--- src/rtl/axi_rx_fifo_channel.sv ---
// ---------------------------------------------------------------------------
// AxiRxFifoChannel (module axi_rx_fifo_channel)
//
// Purpose:
//   Receive-side buffer between the slave AXI-lite W/AW path and the memory
//   write manager. Beats of {addr,data} arrive on a VALID/READY interface and
//   are queued in a DEPTH-entry FIFO. A two-state drain machine moves the head
//   of the FIFO into a registered output stage and presents it to memory with
//   a WE/BUSY handshake. The master can stream at one beat per cycle until the
//   FIFO fills; total capacity is DEPTH FIFO entries plus the output register.
//
// Ports:
//   ACLK         in   clock, all state on rising edge
//   ARESET       in   asynchronous active-high reset
//   S_VALID      in   beat offered by TX side
//   S_READY      out  beat can be accepted (combinational from registered count)
//   S_ADDR       in   beat address  [LEN_ADDR-1:0]
//   S_DATA       in   beat data     [LEN_DATA-1:0]
//   MEM_WE       out  output stage holds a beat for memory
//   MEM_ADDR     out  address of presented beat
//   MEM_DATA     out  data of presented beat
//   MEM_BUSY     in   memory cannot take a beat this cycle
//   LEVEL        out  FIFO occupancy, registered        (RX_FIFO_LEVEL_EN only)
//   ALMOST_FULL  out  LEVEL >= DEPTH-1, registered      (RX_FIFO_LEVEL_EN only)
//
// Build option:
//   RX_FIFO_LEVEL_EN  when defined, adds the LEVEL / ALMOST_FULL status ports.
// ---------------------------------------------------------------------------
module axi_rx_fifo_channel #(
    parameter int LEN_ADDR = 10,
    parameter int LEN_DATA = 32,
    parameter int DEPTH    = 4
) (
    input  logic                       ACLK,
    input  logic                       ARESET,
    input  logic                       S_VALID,
    output logic                       S_READY,
    input  logic [LEN_ADDR-1:0]        S_ADDR,
    input  logic [LEN_DATA-1:0]        S_DATA,
`ifdef RX_FIFO_LEVEL_EN
    output logic [$clog2(DEPTH+1)-1:0] LEVEL,
    output logic                       ALMOST_FULL,
`endif
    output logic                       MEM_WE,
    output logic [LEN_ADDR-1:0]        MEM_ADDR,
    output logic [LEN_DATA-1:0]        MEM_DATA,
    input  logic                       MEM_BUSY
);

    localparam int PTR_W  = $clog2(DEPTH);
    localparam int CNT_W  = $clog2(DEPTH+1);
    localparam int BEAT_W = LEN_ADDR + LEN_DATA;

    typedef enum logic {
        IDLE    = 1'b0,
        PRESENT = 1'b1
    } drainState_t;

    logic [BEAT_W-1:0] r_fifo [DEPTH];
    logic [PTR_W-1:0]  r_wrPtr;
    logic [PTR_W-1:0]  r_rdPtr;
    logic [CNT_W-1:0]  r_count;
    drainState_t       r_state;
    logic              r_memWe;
    logic [LEN_ADDR-1:0] r_memAddr;
    logic [LEN_DATA-1:0] r_memData;

    logic              w_push;
    logic              w_pop;
    logic              w_notEmpty;
    logic [CNT_W-1:0]  w_countNext;

    // The ready flag depends only on the registered count so that the TX side
    // never sees a combinational path from its own VALID back to READY. A pop
    // in the same cycle does not free a slot early: a full FIFO stays closed.
    assign S_READY    = !ARESET && (r_count != CNT_W'(DEPTH));
    assign w_push     = S_VALID && S_READY;
    assign w_notEmpty = (r_count != '0);

    // The head is popped whenever the output register is free to take it:
    // either nothing is presented yet, or the presented beat is leaving now.
    assign w_pop       = w_notEmpty && ((r_state == IDLE) || !MEM_BUSY);
    assign w_countNext = r_count + CNT_W'(w_push) - CNT_W'(w_pop);

    // Storage array carries no reset; entries are only read after being
    // written, and pointers/count are cleared so stale contents are never used.
    always_ff @(posedge ACLK) begin
        if (w_push) begin
            r_fifo[r_wrPtr] <= {S_ADDR, S_DATA};
        end
    end

    // Pointer and occupancy bookkeeping. DEPTH is a power of two, so the
    // pointers wrap by plain binary overflow.
    always_ff @(posedge ACLK or posedge ARESET) begin
        if (ARESET) begin
            r_wrPtr <= '0;
            r_rdPtr <= '0;
            r_count <= '0;
        end else begin
            if (w_push) begin
                r_wrPtr <= r_wrPtr + 1'b1;
            end
            if (w_pop) begin
                r_rdPtr <= r_rdPtr + 1'b1;
            end
            r_count <= w_countNext;
        end
    end

    // Drain machine with registered memory-side outputs. In PRESENT the beat
    // is held untouched while memory is busy; when it leaves, the next head is
    // loaded on the same edge so a full FIFO drains at one beat per cycle.
    always_ff @(posedge ACLK or posedge ARESET) begin
        if (ARESET) begin
            r_state   <= IDLE;
            r_memWe   <= 1'b0;
            r_memAddr <= '0;
            r_memData <= '0;
        end else begin
            case (r_state)
                IDLE: begin
                    if (w_pop) begin
                        {r_memAddr, r_memData} <= r_fifo[r_rdPtr];
                        r_memWe <= 1'b1;
                        r_state <= PRESENT;
                    end
                end
                PRESENT: begin
                    if (!MEM_BUSY) begin
                        if (w_pop) begin
                            {r_memAddr, r_memData} <= r_fifo[r_rdPtr];
                        end else begin
                            r_memWe <= 1'b0;
                            r_state <= IDLE;
                        end
                    end
                end
                default: begin
                    r_memWe <= 1'b0;
                    r_state <= IDLE;
                end
            endcase
        end
    end

    assign MEM_WE   = r_memWe;
    assign MEM_ADDR = r_memAddr;
    assign MEM_DATA = r_memData;

`ifdef RX_FIFO_LEVEL_EN
    logic [CNT_W-1:0] r_level;
    logic             r_almostFull;

    // Status registers track the FIFO occupancy only; the beat sitting in
    // the output register is not counted.
    always_ff @(posedge ACLK or posedge ARESET) begin
        if (ARESET) begin
            r_level      <= '0;
            r_almostFull <= 1'b0;
        end else begin
            r_level      <= w_countNext;
            r_almostFull <= (w_countNext >= CNT_W'(DEPTH-1));
        end
    end

    assign LEVEL       = r_level;
    assign ALMOST_FULL = r_almostFull;
`endif

endmodule

--- config.mk ---
export PLATFORM = sky130hd
export DESIGN_NAME = axi_rx_fifo_channel
export DESIGN_NICKNAME = d
export VERILOG_FILES = /design/src/rtl/axi_rx_fifo_channel.sv
export SDC_FILE = /design/constraint.sdc
export NUM_CORES = 1
export LEC_CHECK = 0
export BUFFER_PORTS_ARGS = -buffer_cell sky130_fd_sc_hd__buf_4
export CORE_ASPECT_RATIO = 0.5
export CORE_MARGIN = 2
export CORE_UTILIZATION = 50
export DETAILED_ROUTE_END_ITERATION = 6
export HOLD_SLACK_MARGIN = 0.03
export PLACE_DENSITY = 0.7
export SLEW_MARGIN = 5
export SYNTH_ARGS = -nofsm -noshare
export SYNTH_HDL_FRONTEND = slang
export SYNTH_SLANG_ARGS = --single-unit
--- constraint.sdc ---
create_clock -name ACLK -period 3.1 [get_ports ACLK]
set_clock_uncertainty 0.05 [all_clocks]
set_input_delay 0.31 -clock ACLK [delete_from_list [all_inputs] [get_ports ACLK]]
set_output_delay 0.31 -clock ACLK [all_outputs]
set_load 0.05 [all_outputs]
Word level (Yosys, flattened, before mapping). Memory sizes are Yosys's and may differ from the RTL's. Index checks and enable logic that the tools add are counted.

Reduce and logical (&&, ||, !) cells: 8. Muxes and demuxes: 15. $add $sub $neg: 4. Bitwise gates (word level): 1. Equal/unequal tests: 4.

Operators with widths (count): 32-bit 2-to-1 mux (2); 32-bit one-hot mux with 2 select lines (1); 10-bit 2-to-1 mux (2); 10-bit one-hot mux with 2 select lines (1); 1-bit 2-to-1 mux (7); 2-bit inequality test, second input constant (3); 2-bit by 1-bit adder with 2-bit output, second input constant (2); 1-bit one-hot mux with 2 select lines (2); 3-bit by 1-bit adder with 3-bit output (1); 1-bit logical AND (3); 3-bit inequality test, second input constant (1); 3-bit AND reduction (1); 3-bit nonzero test (1); 3-bit by 1-bit subtractor with 3-bit output (1); 1-bit logical NOT (2); 1-bit logical OR (1); 1-bit inverter (1).

Output and inout port bits: 44. Input port bits: 46. Register bits after elaboration: 51. Memories: 1. RAM bits: 168. Word-level logic and storage cells: 40.

Memory list: r_fifo (words 4, width 42, read ports 1, clocked after Yosys merged registers in 0, write ports 1, RTL line 59) `logic [BEAT_W-1:0] r_fifo [DEPTH];`.

Depth between registers and ports, before layout.
Depth after elaboration: 6. Depth in mapped cells: 11. Depth with buffers taken out: 10.

Worst setup path after synthesis. No wires, ideal clock.

Path kind: reg2reg. Start point: reg r_count[2]. End point: reg r_count[2]. Buffers on the path: 1. Setup time: 0.124 ns. Arrival: 2.235 ns. Cell stages (with the launch flop): 12. Setup slack: 0.691 ns. Data required time: 2.926 ns. Period minus slack after synthesis: 2.409 ns. Cell sequence: dfrtp_1 > or3_4 > nand2_4 > buf_6 > inv_1 > ha_1 > inv_1 > ha_1 > inv_1 > fa_1 > xnor2_1 > xnor2_1.

Elaborated cells between the ends (all ways): 7. Those cells by class: add/sub: 2; eq/ne: 1; reduce/logical: 4.

RTL lines: start, declared (RTL line 62) `logic [CNT_W-1:0] r_count;`; start signal, assigned (RTL line 107) `r_count <= w_countNext;`; 3-bit nonzero test (RTL line 78) `assign w_notEmpty = (r_count != '0);`; 1-bit logical AND (RTL line 82) `assign w_pop = w_notEmpty && ((r_state == IDLE) || !MEM_BUSY);`; net w_pop (RTL line 69) `logic w_pop;`; 3-bit by 1-bit subtractor with 3-bit output (RTL line 83) `assign w_countNext = r_count + CNT_W'(w_push) - CNT_W'(w_pop);`; net w_countNext[2] (RTL line 71) `logic [CNT_W-1:0] w_countNext;`.

The timed path passes the listed nets, and every way through them passes these cells. A chain may end at the register's enable or synchronous reset.

Worst setup path in the final report.
Start point: reg r_count[1]. End point: reg r_count[2].

Word-level cells in the longest chain between the ends: 5. Elaborated cells between the ends (all ways): 7. Those cells by class: add/sub: 2; eq/ne: 1; reduce/logical: 4.

RTL lines: 3-bit inequality test (RTL line 76) `assign S_READY = !ARESET && (r_count != CNT_W'(DEPTH));`; 1-bit logical AND (RTL line 76); 1-bit logical AND (RTL line 77) `assign w_push = S_VALID && S_READY;`; 3-bit by 1-bit adder with 3-bit output (RTL line 83); 3-bit by 1-bit subtractor with 3-bit output (*) (RTL line 83); net w_countNext[2] (RTL line 71).

Mark *: on every way through the listed nets, which the timed path passes. The rest lies on a longest branch.

==> results.md <==
- Largest net degree at the start of global routing: 52
- Ys flop type: edfxtp_1
- Worst vdd ir: 0.5964 mV
- R2r startpoint: r_count[1]
- DR vias/cell: 5.163
- Max-slew violation count: 0
- Crit-path cells: nor2_1 -> a211oi_2 -> inv_1 -> ha_1 -> inv_1 -> ha_1 -> inv_1 -> fa_1 -> xnor2_1 -> xnor2_1
- Total die area: 17390 um^2
- Final WL: 14140 um
- Seq/Total Area, Yosys: 77.59%
- Num ports: 90
- Cell taking the most area after synthesis: edfxtp_1
- Largest fanout on the critical path: 7
- Gp weighted congestion: 0.7102
- Dpl hpwl: 7922 um
- Synth Register Bits: 219
- Proportion of layout cells with a drive suffix above 1: 42.86%
- Core area: 15660 um^2
- Final Setup Violations: 0
- Post-CTS setup buffer count: 0
- Area of the multi-input gates: 1675 um^2
- Mapped Area: 8147 um^2
- CP top delay family: adder cells
- Total grt overflow: 0
- Reg clk slew, reported paths: 0.06 ns
- Buf/Inv on CP: 3
- Nets: 554
- Via count: 3779
- Critical path endpoint category: flip-flop
- Fmax: 418.0 MHz
- Initial Utilization: 52.04%
- Syn_nets: 407
- Worst skew pair latency: 0.48 ns
- Max-cap viol count: 0
- TritonCTS clock tree: yes
- Register Area: 6326 um^2
- # fillers: 1071
- Max-slew headroom: 47.98%
- DR DRC count: 0
- Ys Warns: 0
- Die height: 94.26 um
- WP depth: 10
- RSZ-0062 raised after global routing: false
- Inserted Clock Buffers: 19
- Post-route ant nets: 0
- RR Endpoint: r_count[2]
- PD cells: 965.9 nW/um^2
- N_diodes: 0
- Post-CTS sizing: 0
- R2R setup slack: 0.71 ns
- Final worst path period need: 2.392 ns
- Slowest cell on the critical path: a211oi_2
- Synth cell types: 22
- CP peak stage delay: 0.46 ns
- CTS root buf: clkbuf_16
- HP Class: input port to asynchronous set/reset pin
- Total negative setup slack: 0 ns
- Top cells by area, synth: edfxtp_1 (62%), dfrtp_1 (16%), mux4_2 (11%)
- Pwr Total: 9.757 mW
- Hold-fix buffers, CTS: 42
- Setup crit start: r_count[1]
- Initial antenna violation count: 0
- CP arrival: 2.74 ns
- Pleak: 3.655 nW
- Top post-synthesis cells by count: edfxtp_1 (168), dfrtp_1 (51), mux2_2 (43), mux4_2 (41)
- Status: finished clean
- Layout area overhead: 24.01%
- DR WL/cell: 19.32 um
- Final hold viol count: 0
- Port Buf Inserts: 89
- Cells after Synth: 354
- Final period utilization: 77.17%
- Most common cell in the netlist: edfxtp_1
- Number of synthesized flops with an enable pin: 168
- CTS Sinks: 219
- Pre-antenna DRT Iters: 4
- Required time of the critical path: 3.45 ns
- Number of global-route vias before repair: 4051
- Syn avg cell area: 23.01 um^2
- R2R depth: 10
- Setup CP Type: flip-flop to flip-flop
- FP Rows: 32
- Tot GR Track Use: 17.20%
- First-pass GRT wire length: 22070 um
- Worst slew pin tran: 0.7803 ns
- Worst setup SP type: flip-flop
- H-tree depth: 1
- Iter 0 DRT Violations: 338
- Cell mode on critical path: inv_1
- Max clock buf depth: 3
- Synth top area share: 61.93%
- Async S/R FF share, synth: 23.29%
- Die width: 184.5 um
- Worst setup endpoint: r_count[2]
worst min path at each step:
stage / slack [ns] / to
after global placement: 0.39 / MEM_WE
after detailed placement: 0.39 / MEM_WE
final: 0.00009 / r_wrPtr[0]
after CTS: 0.04 / MEM_DATA[13]
after global routing: 0.1 / r_wrPtr[0]
after floorplan: 0.36 / r_fifo[0][0]
report_power, final:
| group | switching [mW] | internal, mW | total, mW |
|---|---|---|---|
| Sequential | 0.411 | 3.78 | 4.19 |
| Combinational | 1.89 | 1.47 | 3.36 |
| Clock | 0.973 | 1.24 | 2.21 |
| Total | 3.27 | 6.49 | 9.76 |
state kept, by name (all words and copies together), names as in the netlist:
register  flops
r_wrPtr       2
r_fifo      168
r_rdPtr       2
MEM_WE        1
MEM_ADDR     10
r_count       3
r_state       1
MEM_DATA     32
per-layer routing:
| layer | GRT usage [%] | wire, um | vias to the layer above |
|---|---|---|---|
| li1 | - | - | 1711 |
| met1 | 23.97 | 6258 | 1949 |
| met2 | 28.41 | 6901 | 100 |
| met3 | 3.450 | 779 | 19 |
| met4 | 4.067 | 200 | 0 |
| met5 | 0 | 0 | - |
worst reg2reg max path, cell delays in order, from the launching register on:
cell	delay, ns
dfrtp_1	0.42
nor2_1	0.09
a211oi_2	0.46
inv_1	0.09
ha_1	0.30
inv_1	0.05
ha_1	0.12
inv_1	0.05
fa_1	0.37
xnor2_1	0.18
xnor2_1	0.13
cells in the final DEF (no fill, tap or decap):
cell / n
dlygate4sd3_1: 42
inv_2: 1
nand2b_1: 1
clkbuf_16: 19
mux4_2: 41
xnor2_1: 5
nand2_1: 1
edfxtp_1: 168
o21ai_0: 1
nor2_1: 2
dfrtp_4: 1
a211oi_2: 1
fa_1: 1
clkinv_2: 4
clkbuf_8: 1
mux4_1: 1
nand3_1: 1
buf_12: 5
inv_1: 8
or3_4: 1
bufinv_16: 1
dfrtp_2: 1
clkinv_4: 1
ha_1: 6
mux2_2: 43
clkbuf_1: 4
inv_6: 1
nand2_4: 1
and2_2: 4
buf_4: 93
dfrtp_1: 49
a21oi_1: 2
cell families (layout without fill, tap and decap cells):
| family | after synthesis | count (layout) | synth area share [%] |
|---|---|---|---|
| AO/OA/AOI/OAI | 4 | 4 | 0.3378 |
| multiplexers | 85 | 85 | 17.60 |
| AND/OR/NAND/NOR | 11 | 11 | 0.8600 |
| XOR/XNOR | 5 | 5 | 0.5375 |
| flip-flops | 219 | 219 | 77.59 |
| buffers and inverters | 23 | 180 | 1.904 |
| adder cells (fa/ha/maj) | 7 | 7 | 1.167 |
cell type report:
class	instances	share of cell area (%)
flip-flops and latches	219	62.62
multi-input cells	112	16.58
repair buffers	140	12.06
clock buffers	24	4.991
well taps	221	2.737
clock inverters	7	0.6688
inverters	9	0.3344
metrics by stage:
stage	cells	area (um^2)	utilization [%]	worst slack, ns	hold slack (ns)
CTS	732	10100	64.53	0.6891	0.04443
finish	732	10100	64.53	0.7079	0.00009426
global placement	659	9110	58.19	0.7588	0.3867
floorplan	354	8147	-	0.6909	0.3589
detailed placement	659	9110	58.19	0.7108	0.3867
global route	732	10100	64.53	0.4617	0.09854
No activity file was read; power rests on OpenSTA's default activity.
